`config.mk`:
```
export PLATFORM = sky130hd
export DESIGN_NAME = alu_mul_seq
export DESIGN_NICKNAME = d
export VERILOG_FILES = /design/src/rtl/alu_pkg.sv /design/src/rtl/alu_mul_seq.sv
export SDC_FILE = /design/constraint.sdc
export NUM_CORES = 1
export LEC_CHECK = 0
export CAP_MARGIN = 20
export CORE_UTILIZATION = 53
export CTS_BUF_LIST = sky130_fd_sc_hd__clkbuf_4 sky130_fd_sc_hd__clkbuf_8
export CTS_CLUSTER_SIZE = 16
export DETAILED_ROUTE_END_ITERATION = 7
export GPL_ROUTABILITY_DRIVEN = 0
export GPL_TIMING_DRIVEN = 0
export PLACE_DENSITY = 0.86
export SLEW_MARGIN = 25
export SYNTH_ARGS = -nofsm -noshare
export SYNTH_HDL_FRONTEND = slang
export SYNTH_SLANG_ARGS = --single-unit
```
`constraint.sdc`:
```
create_clock -name clk -period 5.6 [get_ports clk]
set_input_delay 0.84 -clock clk [delete_from_list [all_inputs] [get_ports clk]]
set_output_delay 0.84 -clock clk [all_outputs]
set_load 0.05 [all_outputs]
```
`src/rtl/alu_pkg.sv`:
```
// Shared ALU definitions: func3 opcodes and the sequential-multiplier state type.
package alu_pkg;

  localparam logic [2:0] F3_ADD   = 3'b000;
  localparam logic [2:0] F3_SLL   = 3'b001;
  localparam logic [2:0] F3_SLT   = 3'b010;
  localparam logic [2:0] F3_PASS2 = 3'b011;
  localparam logic [2:0] F3_XOR   = 3'b100;
  localparam logic [2:0] F3_SRL   = 3'b101;
  localparam logic [2:0] F3_OR    = 3'b110;
  localparam logic [2:0] F3_AND   = 3'b111;

  typedef enum logic [1:0] {
    IDLE = 2'd0,
    RUN  = 2'd1,
    DONE = 2'd2
  } mul_state_t;

endpackage

```
`src/rtl/alu_mul_seq.sv`:
```
// Shift-and-add multiplier controller producing the low 32 bits of a product
// by borrowing the shared ALU for one ADD per iteration.
module alu_mul_seq
  import alu_pkg::*;
#(
  parameter bit EARLY_EXIT = 1'b1
) (
  input  logic        clk,
  input  logic        rst,
  input  logic        MULstart,
  input  logic [31:0] MULoperand1,
  input  logic [31:0] MULoperand2,
  output logic        MULbusy,
  output logic        MULdone,
  output logic [31:0] MULresult,
  output logic        MULaluSel,
  output logic [31:0] MULaluOp1,
  output logic [31:0] MULaluOp2,
  output logic [2:0]  MULaluFunc3,
  output logic        MULaluSubsra,
  input  logic [31:0] MULaluResult
);

  mul_state_t  state;
  logic [31:0] mcand;
  logic [31:0] mplier;
  logic [31:0] acc;
  logic [4:0]  cnt;
  logic        run;
  logic        term;

  assign run = (state == RUN);

  // Early exit looks at the multiplier as it will be after this iteration's shift.
  always_comb begin
    term = (cnt == 5'd31);
    if (EARLY_EXIT && (mplier[31:1] == '0))
      term = 1'b1;
  end

  always_comb begin
    MULaluOp1    = '0;
    MULaluOp2    = '0;
    MULaluFunc3  = F3_ADD;
    MULaluSubsra = 1'b0;
    if (run) begin
      MULaluOp1 = acc;
      MULaluOp2 = mplier[0] ? mcand : '0;
    end
  end

  always_ff @(posedge clk) begin
    if (rst) begin
      state     <= IDLE;
      mcand     <= '0;
      mplier    <= '0;
      acc       <= '0;
      cnt       <= '0;
      MULbusy   <= 1'b0;
      MULdone   <= 1'b0;
      MULaluSel <= 1'b0;
      MULresult <= '0;
    end else begin
      case (state)
        IDLE: begin
          MULdone <= 1'b0;
          if (MULstart) begin
            mcand     <= MULoperand1;
            mplier    <= MULoperand2;
            acc       <= '0;
            cnt       <= '0;
            MULbusy   <= 1'b1;
            MULaluSel <= 1'b1;
            state     <= RUN;
          end
        end
        RUN: begin
          acc    <= MULaluResult;
          mcand  <= mcand << 1;
          mplier <= mplier >> 1;
          cnt    <= cnt + 5'd1;
          // The final sum comes straight from the ALU so the result is valid in DONE.
          if (term) begin
            MULresult <= MULaluResult;
            MULdone   <= 1'b1;
            MULaluSel <= 1'b0;
            state     <= DONE;
          end
        end
        DONE: begin
          MULdone <= 1'b0;
          MULbusy <= 1'b0;
          state   <= IDLE;
        end
        default: begin
          MULdone   <= 1'b0;
          MULbusy   <= 1'b0;
          MULaluSel <= 1'b0;
          state     <= IDLE;
        end
      endcase
    end
  end

endmodule

```
==> results.py, run 1 <==
metrics = {
    "clock_network": {
        "cts_tree": "done",
        "path_clk_slew_ns": 0.08,
        "root_buffer": "clkbuf_8",
        "clk_latency_ns": 0.45,
        "cts_buffer_depth": 2,
        "cts-resized-gates": 0,
        "hold_buffers": 0,
        "cts_buffers": 17,
        "cts.sinks": 138,
        "cts_setup_buffers": 0,
        "htree_levels": 4,
    },
    "layout": {
        "final-seq-area_um2": 2763,
        "nNetsFinal": 1176,
        "area_growth_pct": 37.28,
        "layout_commonest_cell": "clkdlybuf4s50_1",
        "layout_common_cells": "clkdlybuf4s50_1, dfxtp_1, nor2_1",
        "stdcell_area_um2": 9552,
        "diodes": 0,
        "drive_gt1_share_pct": 8.280,
        "post-route-util_pct": 75.08,
        "multi_input_area_um2": 3709,
        "final_cells": 1259,
        "fill_cells": 1028,
    },
    "critical_path": {
        "critical_path_required_ns": 4.76,
        "reg2regPathDepth": 8,
        "crit_arrival_ns": 3.43,
        "reg2reg_from": "cnt[0]",
        "rrSetupSlack_ns": 3.18,
        "end_kind": "output port",
        "critical_path.endpoint": "MULaluOp2[27]",
        "reg2reg_to": "MULresult[3]",
        "critical_path_class": "flip-flop to output port",
        "cp_max_fo": 10,
        "start_kind": "flip-flop",
        "setup.worst_path.start": "state[1]",
    },
    "global_routing": {
        "grt_usage_pct": 33.10,
        "antenna_found_initial": 0,
        "grt_pass1_wl_um": 35090,
        "grt_pass1_vias": 7000,
        "grt_overflow": 0,
        "grt_max_degree": 17,
    },
    "timing": {
        "max_freq_ghz": 0.2343,
        "slew_violations": 0,
        "post-route-period-util_pct": 76.21,
        "setup_viol": 0,
        "rsz0062_at_grt": "false",
        "slew_headroom_pct": 57.47,
        "fin_skew_ns": 0.01105,
        "tightest_slew_ns": 0.6356,
        "fin_crit_ns": 4.268,
        "final-hold-violation-count": 0,
        "setup_tns_ns": 0,
    },
    "synthesis": {
        "synth-seq-area-share_pct": 39.71,
        "synth_top_area_share_pct": 39.71,
        "yosysWarnings": 0,
        "synth_area_leaders": "dfxtp_1, a311oi_1, nor2_1, and2_1, a2111oi_0",
        "synth_area_um2": 6958,
        "synthCells": 858,
        "synth_edf_count": 0,
        "avgSynthCellArea_um2": 8.109,
        "async_flop_share_pct": 0,
        "synth-seq-cells": 138,
        "synth_top_area_cell": "dfxtp_1",
        "yosys.cell_types.count": 43,
        "synth_ff_type": "dfxtp_1",
    },
    "floorplan": {
        "initial_core_util_pct": 54.69,
        "die_w_um": 116.6,
        "coreArea_um2": 12720,
        "rows": 41,
        "dieHeight_um": 116.6,
        "io_pins": 202,
        "fp.dieArea_um2": 13590,
    },
    "drt": {
        "totalWireLength_um": 22280,
        "dr.pass1.iters": 5,
        "drtIter0Drc": 853,
        "wl_per_cell_um": 17.70,
        "vias_per_cell": 5.914,
        "vias": 7446,
        "drc": 0,
        "antenna_left": 0,
    },
    "run_status": {
        "outcome": "completed",
    },
    "power_and_ir_drop": {
        "vdd_ir_drop_max_v": 0.0001560,
        "fin_total_pwr_w": 0.002450,
        "clockPowerShare_pct": 35.0,
        "internal-power_w": 0.001729,
        "combPwrFrac_pct": 19.8,
        "swShare_pct": 29.41,
        "power_density_nw_per_um2": 256.5,
        "power_leakage_nw": 3.609,
        "p_switching_w": 0.0007204,
        "seq_power_share_pct": 45.2,
    },
    "placed_design": {
        "dpl_cell_area_um2": 9136,
        "dp_hpwl_um": 15290,
        "placed_cells": 1228,
        "portBuffers": 195,
    },
    "min_path": {
        "hp-class": "flip-flop to flip-flop",
        "min_path_cells": 2,
    },
    "job": {
        "cap_viol_max_count": 0,
    },
}
stage by stage:
| step | hold slack, ns | worst slack [ns] |
|---|---|---|
| global route | 0.4876 | 1.163 |
| floorplan | 0.4342 | 3.017 |
| global placement | 0.4474 | 1.839 |
| finish | 0.4691 | 1.332 |
| detailed placement | 0.4493 | 1.818 |
| CTS | 0.4687 | 1.301 |
worst min path at each step:
stage / from / end / slack [ns]
3_3_place_gp: acc[0] / acc[0] / 0.45
4_1_cts: MULaluSel / MULaluSel / 0.47
6_report: MULaluSel / MULaluSel / 0.47
2_1_floorplan: acc[0] / acc[0] / 0.43
5_1_grt: acc[20] / acc[20] / 0.49
3_5_place_dp: acc[21] / acc[21] / 0.45
critical path: stages, from the launching register on:
cell and delay [ns]:
dfxtp_1 0.30, buf_2 0.18, nor2b_1 0.13, clkbuf_1 0.31, buf_2 0.31, buf_2 0.31, clkbuf_1 0.40, and3_1 0.23
clkdlybuf4s50_1 0.81
cells by family (layout without fill, tap and decap cells):
logic type / count (synthesis) / in the layout / share of synthesized area [%]
AO/OA/AOI/OAI: 222 / 222 / 26.22
adder cells (fa/ha/maj): 2 / 2 / 0.3596
buffers and inverters: 114 / 340 / 7.157
flip-flops: 138 / 138 / 39.71
multiplexers: 1 / 1 / 0.1618
other: 1 / 4 / 0.05390
AND/OR/NAND/NOR: 380 / 380 / 26.34
layer usage:
layer | vias to the layer above | GRT usage (%) | wire length, µm
li1 | 3531 | - | -
met1 | 3483 | 42.51 | 9350
met2 | 396 | 52.19 | 10120
met3 | 36 | 10.53 | 2405
met4 | 0 | 11.98 | 405
met5 | - | 0 | 0
cell type report:
cell class | count | share of cell area [%]
clock buffers | 23 | 3.118
well taps | 172 | 2.253
plain buffers | 97 | 4.545
clock inverters | 8 | 1.231
inverters | 17 | 0.6681
flip-flops and latches | 138 | 28.92
multi-input cells | 609 | 38.83
repair buffers | 195 | 20.43
synthesized netlist by cell type (3+ instances only):
cell type	count
a2111oi_0	42
a2111oi_1	3
a21oi_1	52
a22o_1	34
a311oi_1	57
a311oi_2	5
and2_1	64
and3_1	33
buf_1	6
buf_2	20
buf_4	4
buf_6	4
clkbuf_1	63
dfxtp_1	138
inv_1	17
nand2_1	94
nand3_1	34
nor2_1	119
nor2b_1	18
nor4_1	4
nor4_2	4
o221a_2	16
registers in the layout (all words and copies together) (netlist names):
| signal | count |
|---|---|
| cnt | 5 |
| mcand | 32 |
| MULaluSel | 1 |
| MULbusy | 1 |
| acc | 32 |
| state | 2 |
| MULdone | 1 |
| mplier | 32 |
| MULresult | 32 |
power groups by stage:
stage / Sequential, W / Clock (W) / Combinational (W)
after global placement: 0.00113 / 0 / 0.000468
after floorplan: 0.00112 / 0 / 0.000286
after detailed placement: 0.00113 / 0 / 0.000475
after global routing: 0.00112 / 0.000906 / 0.000524
final: 0.00111 / 0.000857 / 0.000484
after CTS: 0.00111 / 0.000863 / 0.000478
No activity file was read; power rests on OpenSTA's default activity.
==> run 2: changes to the inputs <==
CORE_UTILIZATION = 49   (was 53)
PLACE_DENSITY = 0.8   (was 0.86)
clock period = 4.4 ns   (was 5.6 ns; I/O delays follow)
==> results.py, run 2 (same netlist as run 1, synthesis figures left out) <==
metrics = {
    "run_status": {
        "outcome": "completed",
    },
    "drt": {
        "drtIter0Drc": 792,
        "drc": 0,
        "wl_per_cell_um": 17.64,
        "dr.pass1.iters": 6,
        "wl_met2_um": 10110,
        "totalWireLength_um": 22350,
        "vias_per_cell": 5.800,
        "antenna_left": 0,
        "wl_met3_um": 2069,
        "maxUsedRoutingLayer": "met4",
        "wl_met1_um": 9820,
        "vias": 7349,
    },
    "layout": {
        "diodes": 0,
        "post-route-util_pct": 69.02,
        "nNetsFinal": 1176,
        "drive_gt1_share_pct": 8.280,
        "layout_commonest_cell": "clkdlybuf4s50_1",
        "layout_common_cells": "clkdlybuf4s50_1, dfxtp_1, nor2_1",
        "area_growth_pct": 37.69,
    },
    "critical_path": {
        "reg2reg_to": "MULresult[4]",
        "end_kind": "output port",
        "start_kind": "flip-flop",
        "reg2regPathDepth": 8,
        "critical_path_required_ns": 3.74,
        "critical_path_class": "flip-flop to output port",
        "crit_arrival_ns": 3.48,
        "rrSetupSlack_ns": 2.08,
        "cp_max_fo": 10,
        "reg2reg_from": "cnt[0]",
    },
    "global_routing": {
        "grt_pass1_wl_um": 36120,
        "grt_overflow": 0,
        "grt_pass1_vias": 6930,
        "grt_usage_pct": 31.26,
        "grt_max_degree": 17,
        "antenna_found_initial": 0,
    },
    "clock_network": {
        "cts_buffer_depth": 2,
        "cts.sinks": 138,
        "path_clk_slew_ns": 0.08,
        "cts_tree": "done",
        "cts_buffers": 17,
        "cts-resized-gates": 0,
        "htree_levels": 4,
        "cts_setup_buffers": 0,
        "root_buffer": "clkbuf_8",
        "hold_buffers": 0,
        "clk_latency_ns": 0.45,
    },
    "timing": {
        "setup_tns_ns": 0,
        "tightest_slew_ns": 0.6323,
        "fin_skew_ns": 0.01637,
        "max_freq_ghz": 0.2417,
        "final-hold-violation-count": 0,
        "fin_crit_ns": 4.138,
        "post-route-period-util_pct": 94.04,
        "rsz0062_at_grt": "false",
        "setup_viol": 0,
        "slew_headroom_pct": 57.69,
        "slew_violations": 0,
        "holdWs_ns": 0.4702,
    },
    "floorplan": {
        "initial_core_util_pct": 50.13,
        "rows": 43,
        "fp.dieArea_um2": 14680,
        "coreArea_um2": 13880,
        "dieHeight_um": 121.2,
        "die_w_um": 121.2,
        "io_pins": 202,
    },
    "power_and_ir_drop": {
        "power_leakage_nw": 3.617,
        "power_density_nw_per_um2": 332.0,
        "vdd_ir_drop_max_v": 0.0001878,
    },
    "min_path": {
        "min_path_cells": 1,
        "min_to": "acc[22]",
        "hp-class": "flip-flop to flip-flop",
        "min_from": "acc[22]",
    },
    "placed_design": {
        "dp_hpwl_um": 15380,
        "portBuffers": 195,
    },
    "job": {
        "cap_viol_max_count": 0,
    },
}
[run 2: metal layers]
layer  vias up  track usage (%)
li1       3534                -
met1      3462            41.89
met2       322            47.93
met3        31            9.258
met4         0            10.11
met5         -                0
[run 2: how the worst max path moves through the flow]
stage	start	endpoint	slack (ns)
final	state[1]	MULaluOp2[27]	0.26
after global routing	state[1]	MULaluOp2[27]	0.06
after floorplan	state[1]	MULaluOp2[10]	2.00
after global placement	state[1]	MULaluOp2[26]	0.78
after CTS	state[1]	MULaluOp2[27]	0.25
after detailed placement	state[1]	MULaluOp2[27]	0.75
[run 2: power breakdown]
part	internal, W	switching [W]
combinational	0.000245	0.000369
sequential	0.00134	0.0000747
clock	0.000667	0.000487
[run 2: cell type report]
class,count,area (µm²)
inverter,17,63.81
clock buffer,23,291.5
clock inverter,8,142.6
buffer,97,434.2
timing repair buffer,195,1952
fill,1189,4300
tap,180,225.2
sequential,138,2763
multi-input combinational,609,3709
[run 2: metrics by stage]
step / instance area (µm²) / total power (W) / cells / setup WS, ns
2_1_floorplan: 6969 / 0.001788 / 861 / 1.997
3_3_place_gp: 9146 / 0.002033 / 1236 / 0.7827
3_5_place_dp: 9146 / 0.002039 / 1236 / 0.7521
4_1_cts: 9580 / 0.003173 / 1267 / 0.2455
5_1_grt: 9580 / 0.003298 / 1267 / 0.05542
6_report: 9580 / 0.003180 / 1267 / 0.2623
[run 2: worst max-delay path, stage by stage (launching register included)]
cell             delay (ns)
dfxtp_1                0.30
buf_2                  0.17
nor2b_1                0.12
clkbuf_1               0.36
buf_2                  0.32
buf_2                  0.32
clkbuf_1               0.40
and3_1                 0.24
clkdlybuf4s50_1        0.80
==> run 3: changes to the inputs <==
CORE_MARGIN = 10   (was default)
==> results.py, run 3 (same netlist as run 1, synthesis figures left out) <==
metrics = {
    "global_routing": {
        "grt_overflow": 0,
        "grt_pass1_vias": 7242,
        "grt_max_degree": 17,
        "grt_usage_pct": 23.76,
        "grt_pass1_wl_um": 38410,
        "antenna_found_initial": 0,
    },
    "floorplan": {
        "die_w_um": 139.2,
        "dieHeight_um": 139.2,
        "io_pins": 202,
        "rows": 43,
        "coreArea_um2": 13880,
        "initial_core_util_pct": 50.13,
        "fp.dieArea_um2": 19370,
    },
    "timing": {
        "slew_violations": 0,
        "max_freq_ghz": 0.2417,
        "tightest_slew_ns": 0.6716,
        "fin_crit_ns": 4.138,
        "fin_skew_ns": 0.01102,
        "rsz0062_at_grt": "false",
        "post-route-period-util_pct": 94.04,
        "fin_ws_ns": 0.2621,
        "slew_headroom_pct": 55.06,
        "final-hold-violation-count": 0,
        "setup_tns_ns": 0,
        "setup_viol": 0,
    },
    "placed_design": {
        "dp_hpwl_um": 17300,
        "post-place-ws_ns": 0.7436,
        "portBuffers": 195,
        "placed_cells": 1236,
    },
    "job": {
        "cap_viol_max_count": 0,
    },
    "clock_network": {
        "htree_levels": 4,
        "clk_latency_ns": 0.45,
        "cts_setup_buffers": 0,
        "hold_buffers": 0,
        "cts_buffer_depth": 2,
        "path_clk_slew_ns": 0.07,
        "cts_tree": "done",
        "cts.sinks": 138,
        "cts_buffers": 17,
        "cts-resized-gates": 0,
        "root_buffer": "clkbuf_8",
    },
    "drt": {
        "wl_per_cell_um": 18.93,
        "drtIter0Drc": 596,
        "antenna_left": 0,
        "drc": 0,
        "vias": 7383,
        "totalWireLength_um": 23940,
        "dr.pass1.iters": 5,
        "vias_per_cell": 5.836,
    },
    "layout": {
        "drive_gt1_share_pct": 8.026,
        "final-seq-area_um2": 2763,
        "layout_common_cells": "clkdlybuf4s50_1, dfxtp_1, nor2_1",
        "nNetsFinal": 1176,
        "layout_commonest_cell": "clkdlybuf4s50_1",
        "multi_input_area_um2": 3709,
        "post-route-util_pct": 68.36,
        "fill_cells": 1194,
        "area_growth_pct": 36.38,
        "final_cells": 1265,
    },
    "power_and_ir_drop": {
        "power_leakage_nw": 3.577,
        "vdd_ir_drop_max_v": 0.0002092,
        "fin_total_pwr_w": 0.002965,
        "power_density_nw_per_um2": 312.5,
    },
    "min_path": {
        "hp-class": "flip-flop to flip-flop",
    },
    "critical_path": {
        "start_kind": "flip-flop",
        "cp_max_fo": 10,
        "critical_path_class": "flip-flop to output port",
        "critical_path_required_ns": 3.74,
        "crit_arrival_ns": 3.48,
        "end_kind": "output port",
        "rrSetupSlack_ns": 2.06,
    },
    "run_status": {
        "outcome": "completed",
    },
}
## run 3: cell types whose count changed in the layout (fill, tap and decap cells not counted)
cell        delta
bufinv_16      -4
clkbuf_4       -1
clkbuf_8       +3
clkinvlp_4     -1
diode_2        +1
## run 3: final cells by class
| type | instances | area share (%) |
|---|---|---|
| multi-input combinational | 609 | 39.08 |
| sequential | 138 | 29.11 |
| timing repair buffer | 195 | 20.57 |
| buffer | 97 | 4.575 |
| clock buffer | 25 | 3.428 |
| tap | 180 | 2.373 |
| inverter | 17 | 0.6725 |
| clock inverter | 3 | 0.1582 |
| antenna | 1 | 0.02637 |
## run 3: critical path, cell delays in order (launching register included)
cell             delay [ns]
dfxtp_1                0.30
buf_2                  0.17
nor2b_1                0.12
clkbuf_1               0.33
buf_2                  0.32
buf_2                  0.31
clkbuf_1               0.44
and3_1                 0.23
clkdlybuf4s50_1        0.81
## run 3: worst paths after layout
| path | startpoint | end | cells past startpoint |
|---|---|---|---|
| setup / recovery | state[1] | MULaluOp2[23] | 8 |
| hold / removal | acc[3] | acc[3] | 1 |
| setup reg to reg | cnt[0] | MULresult[0] | 8 |
| hold reg to reg | acc[3] | acc[3] | 1 |
## run 3: per-stage QoR
| step | hold WS [ns] | instance area (µm²) |
|---|---|---|
| after CTS | 0.4719 | 9487 |
| after global placement | 0.4482 | 9146 |
| after floorplan | 0.4342 | 6969 |
| final | 0.4692 | 9489 |
| after detailed placement | 0.4520 | 9146 |
| after global routing | 0.4829 | 9487 |
## run 3: report_power, final
| part | leakage (nW) | switching [W] | internal, W |
|---|---|---|---|
| logic | 2.26 | 0.000369 | 0.000245 |
| clock network | 0.184 | 0.000472 | 0.000469 |
| registers | 1.13 | 0.0000728 | 0.00134 |
## run 3: per-layer routing
| layer | GRT usage [%] | routed length [µm] | vias to the layer above |
|---|---|---|---|
| met5 | 0 | 0 | - |
| met4 | 8.292 | 503 | 0 |
| met2 | 36.22 | 10620 | 371 |
| met1 | 29.89 | 10310 | 3447 |
| met3 | 9.144 | 2510 | 29 |
| li1 | - | - | 3536 |
